<file path="config.mk">
export PLATFORM = sky130hd
export DESIGN_NAME = uart_word_port
export DESIGN_NICKNAME = d
export VERILOG_FILES = /design/src/rtl/uart_word_port.sv
export SDC_FILE = /design/constraint.sdc
export NUM_CORES = 1
export LEC_CHECK = 0
export ABC_CLOCK_PERIOD_IN_PS = 2390
export CAP_MARGIN = 20
export CORE_UTILIZATION = 49
export DETAILED_ROUTE_END_ITERATION = 8
export MAX_ROUTING_LAYER = met4
export PLACE_DENSITY = 0.72
export SETUP_SLACK_MARGIN = 0.5
export SYNTH_ARGS = -nofsm -noshare
export SYNTH_HDL_FRONTEND = slang
export SYNTH_SLANG_ARGS = --single-unit
</file>
<file path="constraint.sdc">
create_clock -name clk -period 2.39 [get_ports clk]
set_input_delay 0.478 -clock clk [delete_from_list [all_inputs] [get_ports clk]]
set_output_delay 0.478 -clock clk [all_outputs]
set_load 0.005 [all_outputs]
</file>
<file path="src/rtl/uart_word_port.sv">
// CPU-side UART endpoint: moves one 16-bit bus word as two 8N1 frames (low byte first)
// in response to the control unit's uart_in_and_send / uart_receive / uart_out strobes.
module uart_word_port #(
    parameter int CLKS_PER_BIT = 434
) (
    input  logic        clk,
    input  logic        reset,
    input  logic [15:0] bus_in,
    output logic [15:0] bus_out,
    input  logic        uart_in_and_send,
    input  logic        uart_receive,
    input  logic        uart_out,
    output logic        uart_done,
    input  logic        rx,
    output logic        tx,
    output logic        busy,
    output logic        framing_error
);

    localparam int CNT_W = $clog2(CLKS_PER_BIT + 1);
    localparam logic [CNT_W-1:0] BIT_END      = CNT_W'(CLKS_PER_BIT - 1);
    localparam logic [CNT_W-1:0] HALF_END     = CNT_W'(CLKS_PER_BIT / 2 - 1);
    localparam logic [CNT_W-1:0] LAST_STOP_END = CNT_W'(CLKS_PER_BIT);

    typedef enum logic [3:0] {
        IDLE, TX_START, TX_DATA, TX_STOP, RX_WAIT, RX_START, RX_DATA, RX_STOP, DONE
    } state_t;

    state_t             state, state_next;
    logic [CNT_W-1:0]   clk_cnt, cnt_next;
    logic [2:0]         bit_idx, bit_next;
    logic               byte_sel, byte_next;
    logic [15:0]        tx_word, tx_word_next;
    logic [15:0]        rx_buf, rx_buf_next;
    logic [15:0]        rx_word, rx_word_next;
    logic               ferr_next;
    logic               tx_next;
    logic               rx_meta, rx_sync;

    always_ff @(posedge clk) begin
        if (!reset) begin
            state         <= IDLE;
            clk_cnt       <= '0;
            bit_idx       <= '0;
            byte_sel      <= 1'b0;
            tx_word       <= '0;
            rx_buf        <= '0;
            rx_word       <= '0;
            framing_error <= 1'b0;
            tx            <= 1'b1;
            rx_meta       <= 1'b1;
            rx_sync       <= 1'b1;
        end else begin
            state         <= state_next;
            clk_cnt       <= cnt_next;
            bit_idx       <= bit_next;
            byte_sel      <= byte_next;
            tx_word       <= tx_word_next;
            rx_buf        <= rx_buf_next;
            rx_word       <= rx_word_next;
            framing_error <= ferr_next;
            tx            <= tx_next;
            rx_meta       <= rx;
            rx_sync       <= rx_meta;
        end
    end

    always_comb begin
        state_next   = state;
        cnt_next     = clk_cnt;
        bit_next     = bit_idx;
        byte_next    = byte_sel;
        tx_word_next = tx_word;
        rx_buf_next  = rx_buf;
        rx_word_next = rx_word;
        ferr_next    = framing_error;
        tx_next      = 1'b1;
        case (state)
            IDLE: begin
                cnt_next = '0;
                bit_next = '0;
                if (uart_in_and_send) begin
                    tx_word_next = bus_in;
                    byte_next    = 1'b0;
                    ferr_next    = 1'b0;
                    state_next   = TX_START;
                end else if (uart_receive) begin
                    byte_next  = 1'b0;
                    ferr_next  = 1'b0;
                    state_next = RX_WAIT;
                end
            end
            TX_START: begin
                tx_next = 1'b0;
                if (clk_cnt == BIT_END) begin
                    cnt_next   = '0;
                    bit_next   = '0;
                    state_next = TX_DATA;
                end else begin
                    cnt_next = clk_cnt + CNT_W'(1);
                end
            end
            TX_DATA: begin
                tx_next = tx_word[{byte_sel, bit_idx}];
                if (clk_cnt == BIT_END) begin
                    cnt_next = '0;
                    if (bit_idx == 3'd7) begin
                        bit_next   = '0;
                        state_next = TX_STOP;
                    end else begin
                        bit_next = bit_idx + 3'd1;
                    end
                end else begin
                    cnt_next = clk_cnt + CNT_W'(1);
                end
            end
            TX_STOP: begin
                // The last stop bit is held one extra cycle so DONE lines up with
                // the end of the registered tx stop bit rather than the state's.
                if (clk_cnt == (byte_sel ? LAST_STOP_END : BIT_END)) begin
                    cnt_next = '0;
                    if (byte_sel) begin
                        state_next = DONE;
                    end else begin
                        byte_next  = 1'b1;
                        state_next = TX_START;
                    end
                end else begin
                    cnt_next = clk_cnt + CNT_W'(1);
                end
            end
            RX_WAIT: begin
                cnt_next = '0;
                bit_next = '0;
                if (!rx_sync) state_next = RX_START;
            end
            RX_START: begin
                if (clk_cnt == HALF_END) begin
                    cnt_next   = '0;
                    state_next = rx_sync ? RX_WAIT : RX_DATA;
                end else begin
                    cnt_next = clk_cnt + CNT_W'(1);
                end
            end
            RX_DATA: begin
                if (clk_cnt == BIT_END) begin
                    cnt_next = '0;
                    if (byte_sel) rx_buf_next[15:8] = {rx_sync, rx_buf[15:9]};
                    else          rx_buf_next[7:0]  = {rx_sync, rx_buf[7:1]};
                    if (bit_idx == 3'd7) begin
                        bit_next   = '0;
                        state_next = RX_STOP;
                    end else begin
                        bit_next = bit_idx + 3'd1;
                    end
                end else begin
                    cnt_next = clk_cnt + CNT_W'(1);
                end
            end
            RX_STOP: begin
                if (clk_cnt == BIT_END) begin
                    cnt_next   = '0;
                    state_next = RX_WAIT;
                    // A bad stop bit drops this byte; the next frame refills the same half.
                    if (!rx_sync) begin
                        ferr_next = 1'b1;
                    end else if (!byte_sel) begin
                        byte_next = 1'b1;
                    end else begin
                        rx_word_next = rx_buf;
                        state_next   = DONE;
                    end
                end else begin
                    cnt_next = clk_cnt + CNT_W'(1);
                end
            end
            DONE: begin
                cnt_next   = '0;
                state_next = IDLE;
            end
            default: state_next = IDLE;
        endcase
    end

    assign uart_done = (state == DONE);
    assign busy      = (state != IDLE);
    assign bus_out   = uart_out ? rx_word : 16'h0000;

endmodule

</file>
* Word level (Yosys, flattened, before mapping) *
Cells that the tools add are included.

word-level totals
  register bits = 69
  output and inout bits = 20
  word-level logic and storage cells = 97
  input bits = 22

operators by class
  order comparisons = 1
  reduce and logical (&&, ||, !) cells = 18
  $add $sub $neg = 2
  bitwise logic cells = 1
  muxes and demuxes = 38
  equality and inequality tests = 25

operators with widths
  kind                                                                           number
  4-bit 2-to-1 mux                                                               14
  9-bit case mux with 4 select lines                                             1
  4-bit case mux with 8 select lines                                             1
  9-bit 2-to-1 mux                                                               3
  2-bit != test (second input constant)                                          11
  4-bit by 3-bit equality test with 1-bit output (second input constant)         4
  16-bit 2-to-1 mux                                                              1
  10-bit AND reduction                                                           1
  9-bit by 1-bit adder with 9-bit output (second input constant)                 1
  9-bit by 8-bit equality test with 1-bit output (second input constant)         1
  9-bit equality test                                                            1
  9-bit equality test (second input constant)                                    1
  3-bit 2-to-1 mux                                                               3
  3-bit case mux with 3 select lines                                             1
  3-bit AND reduction                                                            3
  4-bit by 2-bit equality test with 1-bit output (second input constant)         2
  1-bit 2-to-1 mux                                                               8
  4-bit AND reduction                                                            2
  4-bit nonzero test                                                             2
  3-bit nonzero test                                                             2
  4-bit by 5-bit less-than comparator with 1-bit output (second input constant)  1
  5-bit AND reduction                                                            1
  1-bit binary-select mux with 4-bit select                                      1
  4-bit by 1-bit equality test with 1-bit output (second input constant)         1
  other kinds (15)                                                               18

* Depth between registers and ports, before layout *
Gate-level depths: netlist of the first run.

  word-level depth = 4
  depth in mapped cells = 8
  mapped depth without buffers = 7

* Least setup slack after synthesis of the first run *
No wires, ideal clock.

  kind = register to register
  from = register bit_idx[0]
  to = register tx
  arrival = 1.618 ns
  path buffers = 1
  path slack = 0.636 ns
  setup time = 0.135 ns
  required time = 2.255 ns
  cell stages (with the launch flop) = 6
  clock period less this slack = 1.754 ns
  path through = dfxtp_1 -> buf_2 -> mux4_2 -> mux4_2 -> o21ai_1 -> nand3_1

on the way
  word-level cells in the longest chain between the ends = 3

ends and longest elaborated chain
  item                                       RTL line  RTL
  start, declared                            31        logic [2:0] bit_idx, bit_next;
  start signal, assigned                     56        bit_idx <= bit_next;
  1-bit binary-select mux with 4-bit select  104       tx_next = tx_word[{byte_sel, bit_idx}];
  1-bit 2-to-1 mux (not written as such)     104
  1-bit case mux with 2 select lines         78        case (state)
  end signal, assigned                       62        tx <= tx_next;
  end, declared                              15        output logic tx,

No other way between the ends. The select of a mux whose other input is x is not followed.
A chain may end at the register's enable or synchronous reset.

* Worst setup path after layout of the first run *
  from = register clk_cnt[1]
  to = register state[1]

on the way
  word-level cells in the longest chain between the ends = 3
  elaborated cells between the ends (all ways) = 10
  classes of those cells = eq/ne: 9; reduce/logical: 1

ends and longest elaborated chain
  item                                                                          RTL line  RTL
  start, declared                                                               30        logic [CNT_W-1:0] clk_cnt, cnt_next;
  start signal, assigned                                                        55        clk_cnt <= cnt_next;
  9-bit by 8-bit equality test with 1-bit output, or another cell as far along  138       if (clk_cnt == HALF_END) begin
  2-bit != test (no source line)                                                -
  10-bit AND reduction (no source line) *                                       -
  end signal, assigned                                                          54        state <= state_next;
  end, declared                                                                 29        state_t state, state_next;

Every way passes the cells marked *; elsewhere a longest branch is shown, timed or not.

==> flow_metrics.env, run 1 <==
export IMPL_outcome="complete, no violations"
export IMPL_power_internal_w=0.00224
export IMPL_numCtsBuffers=9
export IMPL_whs_ns=0.416
export IMPL_crit_slowest_cell="dfxtp_1"
export IMPL_finalSetupViolations=0
export IMPL_antenna_found_initial=0
export IMPL_ys_top_cells_by_area="dfxtp_1 43%, nand2_1 8.7%, a21oi_1 6.6%"
export IMPL_grt_pass1_wl_um=10900
export IMPL_cts_max_level=3
export IMPL_cts_hold_buf=0
export IMPL_first_global_vias=2360
export IMPL_first_pass_iters=4
export IMPL_cts_tree="yes"
export IMPL_area_growth_pct=27.5
export IMPL_cts_sinks=69
export IMPL_mostFrequentLayoutCell="nand2_1"
export IMPL_netlist_instances=373
export IMPL_pin_count=42
export IMPL_p_comb_share_pct=28.7
export IMPL_final_cell_mix="74 x nand2_1, 61 x dfxtp_1, 42 x a21oi_1"
export IMPL_synth_fp_nets=400
export IMPL_drc=0
export IMPL_worstHoldPathCells=1
export IMPL_placement_io_buffers=41
export IMPL_power_frac_clock_pct=30.0
export IMPL_grt_remaining_overflow=0
export IMPL_ys_warn_count=0
export IMPL_ys_seq_elements=69
export IMPL_vias=2671
export IMPL_sw_frac_of_total_pct=32.1
export IMPL_wirelength_um=6610
export IMPL_p_per_area_nw_per_um2=809
export IMPL_antenna_left=0
export IMPL_grt_start_max_net_pins=54
export IMPL_globalplace_congestion=0.904
export IMPL_path_cells="inv_2 -> ha_1 -> and4bb_2 -> a21oi_2 -> a221oi_2 -> buf_4 -> nand3b_1 -> a31o_1"
export IMPL_initialDrtViolationCount=108
export IMPL_viasPerCell=5.30
export IMPL_worst_pin_slew_ns=0.570
export IMPL_rows=29
export IMPL_core_um2=6310
export IMPL_wl_per_cell_um=13.1
export IMPL_yosysUniqueCellTypes=49
export IMPL_slew_violations=0
export IMPL_crit_arrival_ns=2.07
export IMPL_antenna_cells=0
export IMPL_root_buffer="clkbuf_8"
export IMPL_worstSetupPathType="flip-flop to flip-flop"
export IMPL_cp_start_kind="flip-flop"
export IMPL_finalHoldViolCount=0
export IMPL_clock_path_buffers=2
export IMPL_cp_end_kind="flip-flop"
export IMPL_max_vdd_ir_drop_mv=0.516
export IMPL_min_period_over_period_pct=76.4
export IMPL_dieHeight_um=82.8
export IMPL_critPathMaxFanout=5
export IMPL_die_area_um2=6850
export IMPL_start_util_pct=50.7
export IMPL_rsz0062_at_grt="yes"
export IMPL_grt_use_total_pct=22.0
export IMPL_clk_latency_ns=0.35
export IMPL_fin_worst_skew_ns=0.0105
export IMPL_power_leakage_nw=1.59
export IMPL_clk_pin_slew_ns=0.08
export IMPL_switchingPower_w=0.00106
export IMPL_timing_fmax_ghz=0.548
export IMPL_synth_largest_area_cell="dfxtp_1"
export IMPL_slew_headroom_pct=62.0
export IMPL_final_layout_size_suffix_gt1_share_pct=17.3
export IMPL_slowest_delay_ns=0.36
export IMPL_synth_area_um2=3200
export IMPL_nNetsFinal=449
export IMPL_power_frac_seq_pct=41.3
export IMPL_fin_setup_tns_ns=0
export IMPL_hpwl_um=4260
export IMPL_ys_seq_area_share_pct=43.2
export IMPL_yosysTopAreaCellShare_pct=43.2
export IMPL_period_needed_ns=1.83
export IMPL_syn_avg_cell_area_um2=8.57
export IMPL_crit_required_ns=2.64
export IMPL_maxCapViolations=0
export IMPL_hp_class="flip-flop to flip-flop"
export IMPL_die_w_um=82.8
export IMPL_reg2reg_depth=8
## worst max-delay path, delay by kind of cell, from the launching register on
family	cells	cell delay [ns]
flops	1	0.36
compound gates	3	0.60
simple gates	2	0.38
buf+inv	2	0.26
fa+ha+maj	1	0.13
## what timing repair did
| item | 4_1_cts | 5_1_grt |
|---|---|---|
| pin swaps | 2 | 6 |
| resized for setup | 29 | 15 |
| gates cloned | 1 | 0 |
| buffers inserted | 7 | 7 |
| hold endpoints to repair | 0 | 0 |
| endpoints found under the setup margin | 48 | 25 |
## flip-flops by register name, summed over array words and instances, names as in the netlist
| register | cells |
|---|---|
| rx_sync | 1 |
| tx_word | 16 |
| clk_cnt | 9 |
| framing_error | 1 |
| tx | 1 |
| byte_sel | 1 |
| rx_meta | 1 |
| bit_idx | 3 |
| state | 4 |
| rx_buf | 16 |
| rx_word | 16 |
## cell usage after synthesis (all sizes together)
master / n
nand2: 75
dfxtp: 69
a21oi: 44
nor2: 35
and2: 18
mux2i: 17
buf: 13
clkbuf: 10
nand2b: 9
o21ai: 9
and3: 7
inv: 6
nand3: 6
xnor2: 6
ha: 5
mux4: 5
nor3: 5
nor4: 4
nand4: 3
xor2: 3
and4b: 2
nor2b: 2
nor3b: 2
a211oi: 1
a21bo: 1
a21boi: 1
a221oi: 1
a2bb2oi: 1
a311o: 1
a311oi: 1
a31o: 1
a31oi: 1
and3b: 1
and4: 1
and4bb: 1
nand3b: 1
nor4bb: 1
o2111ai: 1
o21a: 1
o221a: 1
o31ai: 1
## power by group through the flow
stage                     sequential, W  clock [W]  combinational (W)
after floorplan                 0.00132          0           0.000607
after global placement          0.00140          0           0.000697
after detailed placement        0.00141          0           0.000711
after CTS                       0.00138   0.000999           0.000836
after global routing            0.00138    0.00107            0.00104
final                           0.00136   0.000988           0.000946
## through the flow
step / instances / utilization, % / total power, W / area [um2] / setup slack, ns
floorplan: 373 / - / 0.00193 / 3200 / 0.636
CTS: 497 / 62.9 / 0.00321 / 3970 / 0.341
global route: 504 / 64.6 / 0.00349 / 4080 / 0.452
finish: 504 / 64.6 / 0.00330 / 4080 / 0.564
global placement: 473 / 57.9 / 0.00210 / 3650 / 0.181
detailed placement: 473 / 57.9 / 0.00212 / 3650 / 0.158
## cells by family after synthesis
| family | share of synthesized area (%) |
|---|---|
| simple gates | 27.0 |
| flops | 43.2 |
| compound gates | 12.4 |
| buf+inv | 4.23 |
| mux | 8.84 |
| xor+xnor | 2.46 |
| fa+ha+maj | 1.96 |
## metal layers
layer  track usage [%]  vias up  share of wire, %
li1                  -     1367                 -
met1              26.6     1235                46
met2              35.2       58                49
met3              5.90       11               3.9
met4              7.76        0               1.4
met5                 -        -                 0
## path summary, 6_finish.rpt
check	slack (ns)	from	end
worst max-delay path	0.56	clk_cnt[1]	state[1]
worst min-delay path	0.42	rx_meta	rx_sync
worst max register to register	0.56	clk_cnt[1]	state[1]
worst min register to register	0.42	rx_meta	rx_sync
## final cells by class
class	count	area, um2
clock buffers	10	138
multi-input cells	275	1740
well taps	77	96.3
fillers	553	2240
clock inverters	6	71.3
flip-flops and latches	69	1400
inverters	6	22.5
repair buffers	61	608
(Power assumes the default switching activity.)
==> inputs of run 2 (changes only) <==
- ABC_CLOCK_PERIOD_IN_PS: 2390 -> 1700
- clock period: 2.39 -> 1.7 ns (I/O delays scaled with it)
==> flow_metrics.env, run 2 (same netlist as run 1, synthesis figures left out) <==
export IMPL_final_area_um2=5290
export IMPL_clk_latency_ns=0.36
export IMPL_first_pass_iters=5
export IMPL_setup_ws_ns=-0.112
export IMPL_rows=29
export IMPL_first_global_vias=3007
export IMPL_die_area_um2=6850
export IMPL_globalplace_congestion=0.875
export IMPL_hp_class="flip-flop to flip-flop"
export IMPL_finalSetupViolations=25
export IMPL_crit_arrival_ns=2.05
export IMPL_crit_slowest_cell="dfxtp_4"
export IMPL_grt_remaining_overflow=0
export IMPL_numCtsBuffers=9
export IMPL_worst_pin_slew_ns=0.357
export IMPL_fill_cells=322
export IMPL_drc=0
export IMPL_grt_use_total_pct=28.6
export IMPL_power_leakage_nw=2.09
export IMPL_cp_end_kind="flip-flop"
export IMPL_wirelength_um=10700
export IMPL_min_period_over_period_pct=107
export IMPL_critPathMaxFanout=5
export IMPL_cts_sinks=69
export IMPL_cp_start_kind="flip-flop"
export IMPL_slowest_delay_ns=0.37
export IMPL_fin_worst_skew_ns=0.00976
export IMPL_max_vdd_ir_drop_mv=0.963
export IMPL_worstSetupPathType="flip-flop to flip-flop"
export IMPL_pin_count=42
export IMPL_initialDrtViolationCount=216
export IMPL_antenna_cells=0
export IMPL_p_per_area_nw_per_um2=1130
export IMPL_timing_fmax_ghz=0.552
export IMPL_outcome="finished with violations"
export IMPL_slew_violations=0
export IMPL_cts_max_level=3
export IMPL_root_buffer="clkbuf_8"
export IMPL_slew_headroom_pct=75.9
export IMPL_core_um2=6310
export IMPL_clk_pin_slew_ns=0.07
export IMPL_maxCapViolations=0
export IMPL_final_cell_mix="51 x buf_4, 43 x nand2_1, 39 x dfxtp_1"
export IMPL_grt_pass1_wl_um=14100
export IMPL_final_layout_size_suffix_gt1_share_pct=58.4
export IMPL_finalHoldViolCount=0
export IMPL_place_area_um2=4140
export IMPL_wl_per_cell_um=19.0
export IMPL_path_cells="inv_2 -> ha_4 -> nor4bb_4 -> buf_4 -> a21oi_4 -> o21ai_2 -> a311o_2 -> nor2_1"
export IMPL_antenna_found_initial=0
export IMPL_hpwl_um=4780
export IMPL_vias=3261
export IMPL_top_regs="rx_buf (16), rx_word (16), tx_word (16)"
export IMPL_rsz0062_at_grt="yes"
export IMPL_period_needed_ns=1.81
export IMPL_mostFrequentLayoutCell="buf_4"
export IMPL_crit_required_ns=1.94
export IMPL_start_util_pct=50.7
export IMPL_failed_checks="negative setup slack"
export IMPL_antenna_left=0
export IMPL_nNetsFinal=506
export IMPL_clock_path_buffers=2
export IMPL_placement_io_buffers=41
export IMPL_die_w_um=82.8
export IMPL_grt_start_max_net_pins=54
export IMPL_cts_tree="yes"
export IMPL_viasPerCell=5.82
export IMPL_area_growth_pct=65.3
export IMPL_fin_setup_tns_ns=-1.05
export IMPL_dieHeight_um=82.8
==> run 2: final cells by class <==
| cell class | count | area, um2 | area share, % |
|---|---|---|---|
| clock buffers | 9 | 124 | 2.34 |
| clock inverters | 6 | 88.8 | 1.68 |
| inverters | 6 | 28.8 | 0.544 |
| multi-input cells | 277 | 2370 | 44.7 |
| flip-flops and latches | 69 | 1430 | 27.1 |
| well taps | 77 | 96.3 | 1.82 |
| repair buffers | 116 | 1150 | 21.8 |
==> run 2: metal layers <==
layer / vias up / global-route usage, % / part of all wire (%)
met5: - / - / 0
met4: 0 / 14.3 / 3.9
met3: 45 / 4.37 / 5.0
met2: 141 / 48.8 / 53
met1: 1584 / 32.5 / 38
li1: 1491 / - / -
==> run 2: timing repair <==
action | CTS | global route
buffers inserted | 24 | 7
pin swaps | 42 | 50
gates cloned | 3 | 1
hold buffers | 0 | 0
endpoints found under the setup margin | 87 | 85
resized for setup | 183 | 96
==> run 2: final timing paths <==
kind | startpoint | end | slack, ns | cells after the start
setup / recovery | clk_cnt[0] | clk_cnt[0] | -0.11 | 8
hold / removal | rx_meta | rx_sync | 0.41 | 1
setup reg to reg | clk_cnt[0] | clk_cnt[0] | -0.11 | 8
hold reg to reg | rx_meta | rx_sync | 0.41 | 1
==> run 2: power breakdown <==
group	leakage (nW)	internal, W	switching [W]
sequential	0.575	0.00177	0.000141
combinational	1.41	0.00128	0.00130
clock	0.101	0.000817	0.000676
==> run 2: critical path: cells and delay by family (launching register included) <==
family / cells / cell delay [ns]
compound gates: 3 / 0.61
fa+ha+maj: 1 / 0.12
buf+inv: 2 / 0.25
flops: 1 / 0.37
simple gates: 2 / 0.33
==> run 2: stage by stage <==
stage               util, %  setup slack, ns  instances  hold WS, ns  total power [W]
detailed placement     65.5           -0.257        510        0.393          0.00338
floorplan                 -          0.00196        373        0.386          0.00293
global placement       65.5           -0.229        510        0.388          0.00334
finish                 83.7           -0.112        560        0.411          0.00599
global route           83.7           -0.124        560        0.457          0.00618
CTS                    76.6          -0.0208        552        0.411          0.00551
